==> config.mk <==
export PLATFORM = sky130hd
export DESIGN_NAME = maze_lookup_arbiter
export DESIGN_NICKNAME = d
export VERILOG_FILES = /design/src/rtl/maze_pkg.sv /design/src/rtl/maze_lookup_arbiter_rr_pick.sv /design/src/rtl/maze_lookup_arbiter.sv
export SDC_FILE = /design/constraint.sdc
export NUM_CORES = 1
export LEC_CHECK = 0
export ABC_AREA = 1
export CORE_MARGIN = 3
export CORE_UTILIZATION = 25
export DETAILED_ROUTE_END_ITERATION = 8
export PLACE_DENSITY_LB_ADDON = 0.3
export RECOVER_POWER = 100
export SLEW_MARGIN = 20
export SYNTH_ARGS = -nofsm -noshare
export SYNTH_HDL_FRONTEND = slang
export SYNTH_SLANG_ARGS = --single-unit
==> constraint.sdc <==
create_clock -name i_clk -period 4.1 [get_ports i_clk]
set_clock_uncertainty 0.1 [all_clocks]
set_input_delay 0.41 -clock i_clk [delete_from_list [all_inputs] [get_ports i_clk]]
set_output_delay 0.41 -clock i_clk [all_outputs]
set_load 0.05 [all_outputs]
==> src/rtl/maze_pkg.sv <==
// Shared maze geometry, cell-entry layout and constants for the maze lookup path.
package maze_pkg;

    localparam int unsigned MAZE_W     = 40;
    localparam int unsigned MAZE_H     = 30;
    localparam int unsigned MAZE_CELLS = MAZE_W * MAZE_H;
    localparam int unsigned IDX_W      = 11;

    // Bit 0 is the wall flag; bits 4:1 are the adjacent-wall flags.
    typedef struct packed {
        logic [3:0] adj;
        logic       wall;
    } maze_entry_t;

    localparam maze_entry_t ALL_WALLS = 5'b11111;

endpackage

==> src/rtl/maze_lookup_arbiter_rr_pick.sv <==
// Combinational round-robin picker: first eligible requester at or after ptr, wrapping.
module rr_pick #(
    parameter int unsigned NUM_REQ = 5,
    parameter int unsigned PTR_W   = $clog2(NUM_REQ)
) (
    input  logic [NUM_REQ-1:0] i_eligible,
    input  logic [PTR_W-1:0]   i_ptr,
    output logic [PTR_W-1:0]   o_winner,
    output logic               o_valid,
    output logic [PTR_W-1:0]   o_next_ptr
);

    logic [PTR_W:0] w_cand;

    always_comb begin
        o_valid  = 1'b0;
        o_winner = '0;
        w_cand   = '0;
        // Scan from farthest to nearest so the nearest eligible candidate is kept.
        for (int k = NUM_REQ - 1; k >= 0; k--) begin
            w_cand = {1'b0, i_ptr} + (PTR_W + 1)'(k);
            if (w_cand >= (PTR_W + 1)'(NUM_REQ)) begin
                w_cand = w_cand - (PTR_W + 1)'(NUM_REQ);
            end
            if (i_eligible[w_cand[PTR_W-1:0]]) begin
                o_valid  = 1'b1;
                o_winner = w_cand[PTR_W-1:0];
            end
        end
        o_next_ptr = i_ptr;
        if (o_valid) begin
            o_next_ptr = (o_winner == PTR_W'(NUM_REQ - 1)) ? '0 : o_winner + PTR_W'(1);
        end
    end

endmodule

==> src/rtl/maze_lookup_arbiter.sv <==
// Round-robin sharing of the maze memory read port between pacman and the ghosts,
// with routing of the registered read data back to the granted requester.
module maze_lookup_arbiter #(
    parameter int unsigned NUM_REQ    = 5,
    parameter int unsigned MAZE_CELLS = maze_pkg::MAZE_CELLS
) (
    input  logic                                i_clk,
    input  logic                                i_reset,
    input  logic [NUM_REQ-1:0]                  i_req,
    input  logic [NUM_REQ*maze_pkg::IDX_W-1:0]  i_req_index,
    output logic [NUM_REQ-1:0]                  o_grant,
    output logic [NUM_REQ-1:0]                  o_rsp_valid,
    output logic [4:0]                          o_rsp_data,
    output logic [maze_pkg::IDX_W-1:0]          o_mem_index,
    input  logic [4:0]                          i_mem_data
);

    import maze_pkg::*;

    localparam int unsigned PTR_W = $clog2(NUM_REQ);

    logic [NUM_REQ-1:0] r_grant;
    logic [NUM_REQ-1:0] r_rsp_valid;
    logic [IDX_W-1:0]   r_mem_index;
    logic               r_oor;
    logic               r_rsp_oor;
    logic [PTR_W-1:0]   r_ptr;

    logic [NUM_REQ-1:0] w_eligible;
    logic [PTR_W-1:0]   w_winner;
    logic               w_valid;
    logic [PTR_W-1:0]   w_next_ptr;
    logic [IDX_W-1:0]   w_sel_index;
    logic               w_sel_oor;
    maze_entry_t        w_rsp_entry;

    // A requester granted this cycle still holds req high, so mask it out.
    assign w_eligible = i_req & ~r_grant;

    rr_pick #(
        .NUM_REQ (NUM_REQ),
        .PTR_W   (PTR_W)
    ) u_rr_pick (
        .i_eligible (w_eligible),
        .i_ptr      (r_ptr),
        .o_winner   (w_winner),
        .o_valid    (w_valid),
        .o_next_ptr (w_next_ptr)
    );

    always_comb begin
        w_sel_index = '0;
        for (int i = 0; i < NUM_REQ; i++) begin
            if (w_winner == PTR_W'(i)) begin
                w_sel_index = i_req_index[i*IDX_W +: IDX_W];
            end
        end
        w_sel_oor = (w_sel_index >= IDX_W'(MAZE_CELLS));
    end

    always_ff @(posedge i_clk) begin
        if (i_reset) begin
            r_grant     <= '0;
            r_rsp_valid <= '0;
            r_mem_index <= '0;
            r_oor       <= 1'b0;
            r_rsp_oor   <= 1'b0;
            r_ptr       <= '0;
        end else begin
            r_rsp_valid <= r_grant;
            r_rsp_oor   <= r_oor;
            if (w_valid) begin
                r_grant     <= NUM_REQ'(1) << w_winner;
                r_mem_index <= w_sel_oor ? '0 : w_sel_index;
                r_oor       <= w_sel_oor;
                r_ptr       <= w_next_ptr;
            end else begin
                r_grant <= '0;
            end
        end
    end

    // Outputs are forced quiet while reset is held so an in-flight response never escapes.
    always_comb begin
        w_rsp_entry = '0;
        if (!i_reset && (r_rsp_valid != '0)) begin
            w_rsp_entry = r_rsp_oor ? ALL_WALLS : maze_entry_t'(i_mem_data);
        end
    end

    assign o_grant     = i_reset ? '0 : r_grant;
    assign o_rsp_valid = i_reset ? '0 : r_rsp_valid;
    assign o_mem_index = i_reset ? '0 : r_mem_index;
    assign o_rsp_data  = w_rsp_entry;

endmodule

==> out/qor.txt, run 1 <==
Run status: finished clean
Most frequent cells in the layout: nand2_1, clkdlybuf4s50_1, inv_1, nor2_1, buf_4
Async SR Flop Fraction: 0%
Minimum clock period: 4.08 ns
First-pass GRT wire length: 15400 µm
Setup TNS: 0 ns
Port Buffers: 92
Crit Path Class: register to register
Die width: 113 µm
TritonRoute pass-1 iters: 4
Root Driver: clkbuf_16
Mapped Nets: 557
Post-DRT Antenna Nets: 0
Drt initial violations: 144
Area grow syn2layout: 64.0%
Dpl ws: -0.0520 ns
Setup crit start kind: register
HP Class: register to register
DR vias: 3403
Worst-Margin Slew: 1.08 ns
Commonest non-fill, non-tap cell in the layout: nand2_1
Post-synth top flop: dfxtp_1
Total GRT Usage: 14.2%
Initial antenna violation count: 0
DP HPWL: 7600 µm
Post-synth EDFFs: 0
Placed cells: 732
Crit-path max cell delay: 0.37 ns
Via/cell ratio: 4.55
Synth unique cells: 44
Achievable Freq: 0.245 GHz
Final GP Congestion: 0.923
CTS tree: done
Fill count: 1146
Slew HR: 27.7%
Clk buf depth: 2
DR DRC count: 0
Final cell count without fillers: 748
Critical Path Sink Type: register
I/O pins: 93
Clock Pin Slew Worst Setup and Hold Paths: 0.07 ns
Latest clock arrival within the worst-skew pair: 0.26 ns
ANT cells: 0
Pin count of the biggest net entering global routing: 26
Worst setup margin: 0.0152 ns
Final setup fails: 0
Cell count after synthesis: 475
DIE HEIGHT: 113 µm
# rows: 38
Final net count: 691
Die area: 12700 µm²
Register bit count reported by yosys: 26
WL/cell: 12.8 µm
Worst path slowest cell: dfxtp_2
Tcrit/Tclk final: 99.6%
RSZ-0062 raised after global routing: true
Post-Syn Area: 2840 µm²
CP most frequent cell: nand2_2
H-tree depth: 1
Total gr overflow: 0
# clock sinks: 26
Share of layout cells above drive strength 1: 27.0%
Final Hold Fails: 0
Num CTS Buffers: 3
Routed WL: 9580 µm
Synth warnings: 0
Crit Path Max Fanout: 6
Worst Path Required: 4.15 ns
Seq/Total Area, Yosys: 18.3%
CP arrival: 4.14 ns
Max-cap violations: 0
Core Area: 11000 µm²
Vias in the first global route: 3266
Initial Util: 25.8%
Syn avg cell area: 5.98 µm²
Cts hold-fix bufs: 0
Slew Viols, Final: 0
cell usage after synthesis (4+ instances only):
| master | n | area (µm²) |
|---|---|---|
| o21ai_0 | 13 | 65.1 |
| nand2_2 | 10 | 62.6 |
| inv_2 | 8 | 30.0 |
| a21oi_1 | 11 | 55.1 |
| buf_2 | 6 | 30.0 |
| nor2_1 | 49 | 184 |
| o21ai_1 | 4 | 20.0 |
| buf_6 | 7 | 78.8 |
| or2_0 | 4 | 25.0 |
| clkbuf_1 | 4 | 15.0 |
| o211ai_1 | 4 | 30.0 |
| nand2_1 | 133 | 499 |
| nand3_2 | 4 | 40.0 |
| ha_1 | 14 | 175 |
| nand3b_1 | 6 | 45.0 |
| inv_1 | 71 | 267 |
| dfxtp_1 | 26 | 521 |
| nand4_1 | 16 | 100 |
| nand3_1 | 47 | 235 |
repair_timing:
action | in CTS | in global routing
gates resized for setup | 4 | 90
setup buffers | 2 | 6
pin swaps | 2 | 32
gates cloned | 1 | 3
setup endpoints to repair | 12 | 14
per-stage QoR:
step	area, µm²	hold slack, ns	util, %
finish	4660	0.343	42.4
global route	4660	0.373	42.4
CTS	4280	0.348	38.9
global placement	4140	0.325	37.7
detailed placement	4140	0.337	37.7
floorplan	2870	0.305	-
state kept, by name (all words and copies together), names as in the netlist:
register     cells
r_mem_index     11
r_rsp_oor        1
r_oor            1
r_ptr            3
r_rsp_valid      5
r_grant          5
layout make-up:
| class | instances | area (µm²) | area share [%] |
|---|---|---|---|
| Sequential cell | 26 | 527 | 11.3 |
| Clock buffer | 4 | 88.8 | 1.91 |
| Inverter | 81 | 319 | 6.85 |
| Timing Repair inverter | 1 | 7.51 | 0.161 |
| Multi-Input combinational cell | 353 | 2220 | 47.6 |
| Tap cell | 140 | 175 | 3.76 |
| Timing Repair Buffer | 143 | 1320 | 28.4 |
final timing paths:
path,end,depth (start not counted),from,slack (ns)
max,r_mem_index[3],29,r_ptr[1],0.02
max reg2reg,r_mem_index[3],29,r_ptr[1],0.02
min reg2reg,r_rsp_oor,2,r_oor,0.34
min,r_rsp_oor,2,r_oor,0.34
cells by family (layout without fill, tap and decap cells):
group | count (synthesis) | count (layout) | synth area share [%]
xor gates and xnor gates | 2 | 2 | 0.882
DFF | 26 | 26 | 18.3
and+or+nand+nor | 282 | 283 | 45.9
AOI/OAI and AO/OA | 52 | 53 | 12.9
buffers and inverters | 98 | 229 | 15.2
adders and majority gates | 15 | 15 | 6.88
layer usage:
metal | wire [µm] | global-route usage (%) | vias up
met5 | 0 | 0 | -
met4 | 50 | 1.76 | 0
met3 | 522 | 2.43 | 4
met2 | 4450 | 23.6 | 113
met1 | 4560 | 19.9 | 1514
li1 | - | - | 1772
critical path: cells and delay by family, from the launching register on:
kind | cells | cell delay, ns
adder cells (fa/ha/maj) | 3 | 0.66
flip-flops | 1 | 0.37
AO/OA/AOI/OAI | 8 | 1.10
buffers and inverters | 10 | 1.08
AND/OR/NAND/NOR | 8 | 0.66
Power of run 1 is left out: the tool's default activity adds up to more than one toggle a clock period on the data nets, which glitch-free logic cannot reach.
==> run 2, diff against run 1 <==
--- a/constraint.sdc
+++ b/constraint.sdc
@@ -3,3 +3,3 @@
 set_input_delay 0.41 -clock i_clk [delete_from_list [all_inputs] [get_ports i_clk]]
 set_output_delay 0.41 -clock i_clk [all_outputs]
-set_load 0.05 [all_outputs]
+set_load 0.1 [all_outputs]
==> run 2 against run 1 <==
  * Count of clock-buffer cells in the layout fell by 1
  * Die area stayed put
  * Sequential cell count stayed put
  * Worst hold slack better by 0.0090 ns
  * Fmax up 0.57%
  * Critical path depth rose by 2
  * Highest routed layer unchanged
  * Register-to-register slack improved by 0.02 ns
  * Wire length grew 1.0%
  * Global-route usage barely moved
  * Non-clock buffer count did not move
  * Via count up 0.73%
==> out/qor.txt, run 2 (same netlist as run 1, synthesis figures left out) <==
Final setup fails: 0 (unchanged)
DP HPWL: 7840 µm (was 7600 µm)
Area grow syn2layout: 57.2% (was 64.0%)
DR vias: 3428 (was 3403)
Drt initial violations: 153 (was 144)
Setup crit start kind: register (unchanged)
# clock sinks: 26 (unchanged)
Die width: 113 µm (unchanged)
Worst-Margin Slew: 1.22 ns (was 1.08 ns)
Max reg flops: 11 (unchanged)
Crit Path Class: register to register (unchanged)
Achievable Freq: 0.246 GHz (was 0.245 GHz)
Cts hold-fix bufs: 0 (unchanged)
First-pass GRT wire length: 15400 µm (about the same)
Share of layout cells above drive strength 1: 25.4% (was 27.0%)
Tcrit/Tclk final: 99.1% (was 99.6%)
HP Class: register to register (unchanged)
Run status: finished clean (unchanged)
DIE HEIGHT: 113 µm (unchanged)
Die area: 12700 µm² (unchanged)
Placed cells: 731 (was 732)
Initial Util: 25.8% (unchanged)
WL/cell: 13.0 µm (was 12.8 µm)
# rows: 38 (unchanged)
RSZ-0062 raised after global routing: true (unchanged)
Final cell count without fillers: 747 (was 748)
H-tree depth: 1 (unchanged)
Worst Path Required: 4.16 ns (was 4.15 ns)
Clk buf depth: 2 (unchanged)
Minimum clock period: 4.06 ns (was 4.08 ns)
Max-cap violations: 0 (unchanged)
CP arrival: 4.12 ns (was 4.14 ns)
CP top delay family: compound AO/OA/AOI/OAI gates (unchanged)
Initial antenna violation count: 0 (unchanged)
Post-DRT Antenna Nets: 0 (unchanged)
Total gr overflow: 0 (unchanged)
Crit Path Max Fanout: 6 (unchanged)
DR DRC count: 0 (unchanged)
Crit path depth: 31 (was 29)
Top reg by flops: r_mem_index (unchanged)
Slew Viols, Final: 0 (unchanged)
Num CTS Buffers: 3 (unchanged)
Vias in the first global route: 3358 (was 3266)
Root Driver: clkbuf_16 (unchanged)
CP most frequent cell: nand2_2 (unchanged)
Core Util, Final: 40.6% (was 42.4%)
Final Hold Fails: 0 (unchanged)
Final net count: 690 (was 691)
Crit-path max cell delay: 0.41 ns (was 0.37 ns)
Clock Pin Slew Worst Setup and Hold Paths: 0.07 ns (about the same)
Slew HR: 18.7% (was 27.7%)
Dpl cell area: 4070 µm² (was 4140 µm²)
Port Buffers: 92 (unchanged)
Worst R2R Path Depth: 31 (was 29)
Buffers plus inverters on the worst setup path: 10 (unchanged)
Commonest non-fill, non-tap cell in the layout: nand2_1 (unchanged)
Final GP Congestion: 0.918 (was 0.923)
Via/cell ratio: 4.59 (was 4.55)
ANT cells: 0 (unchanged)
Latest clock arrival within the worst-skew pair: 0.26 ns (about the same)
Routed WL: 9680 µm (was 9580 µm)
Setup TNS: 0 ns (unchanged)
Core Area: 11000 µm² (unchanged)
TritonRoute pass-1 iters: 4 (unchanged)
I/O pins: 93 (unchanged)
Most frequent cells in the layout: nand2_1, clkdlybuf4s50_1, inv_1, nor2_1, buf_4 (unchanged)
Worst path slowest cell: fa_2 (was dfxtp_2)
Finished Cell Area: 4460 µm² (was 4660 µm²)
Total GRT Usage: 14.3% (was 14.2%)
Biggest regs: r_mem_index: 11 flops, r_grant: 5 flops, r_rsp_valid: 5 flops (unchanged)
WHS Path Cells: 2 (unchanged)
CTS tree: done (unchanged)
Pin count of the biggest net entering global routing: 26 (unchanged)
Critical Path Sink Type: register (unchanged)
## run 2: changes by cell type in the layout (fill, tap and decap cells not counted), moves of 5 or more
cell	delta
dlygate4sd3_1	-26
nand2_2	-11
clkbuf_1	+21
clkbuf_2	+5
nand2_1	+10
## run 2: worst min-delay path, cell delays in order (launching register included)
cell	delay, ns
dfxtp_1	0.29
inv_1	0.07
nor2_1	0.04
## run 2: final timing paths
check / from / end / slack (ns)
min: r_oor / r_rsp_oor / 0.35
max: r_ptr[0] / r_oor / 0.04
max reg2reg: r_ptr[0] / r_oor / 0.04
min reg2reg: r_oor / r_rsp_oor / 0.35
## run 2: metal layers
| metal | GRT usage [%] | share of wire (%) |
|---|---|---|
| met1 | 19.1 | 45 |
| met5 | 0 | 0 |
| met3 | 2.32 | 6.3 |
| met2 | 24.4 | 47 |
| met4 | 2.48 | 0.97 |
## run 2: what timing repair did
item	4_1_cts	5_1_grt
pin swaps	2	30
resized for setup	6	73
setup endpoints to repair	12	14
hold endpoints to repair	0	0
buffers inserted	0	10
gates cloned	1	1
## run 2: stage by stage
stage,setup slack (ns),hold slack (ns)
2_1_floorplan,0.0221,0.305
3_3_place_gp,0.0594,0.331
3_5_place_dp,-0.122,0.341
4_1_cts,0.00632,0.352
5_1_grt,-0.232,0.384
6_report,0.0383,0.352
## run 2: area by class of cell
type | instances | area, µm²
Timing Repair Buffer | 143 | 1170
Clock buffer | 3 | 75.1
Multi-Input combinational cell | 353 | 2160
Inverter | 81 | 323
Sequential cell | 26 | 527
Fill cell | 1152 | 6520
Tap cell | 140 | 175
Clock inverter | 1 | 30.0
Power of run 2 is left out for the same reason.
==> run 3, diff against run 2 <==
Settings changed: HOLD_SLACK_MARGIN from default to 0.06.
==> results of run 3 <==
Final layout, timing and power as in run 2 (identical DEF).
Power of run 3 is left out for the same reason.
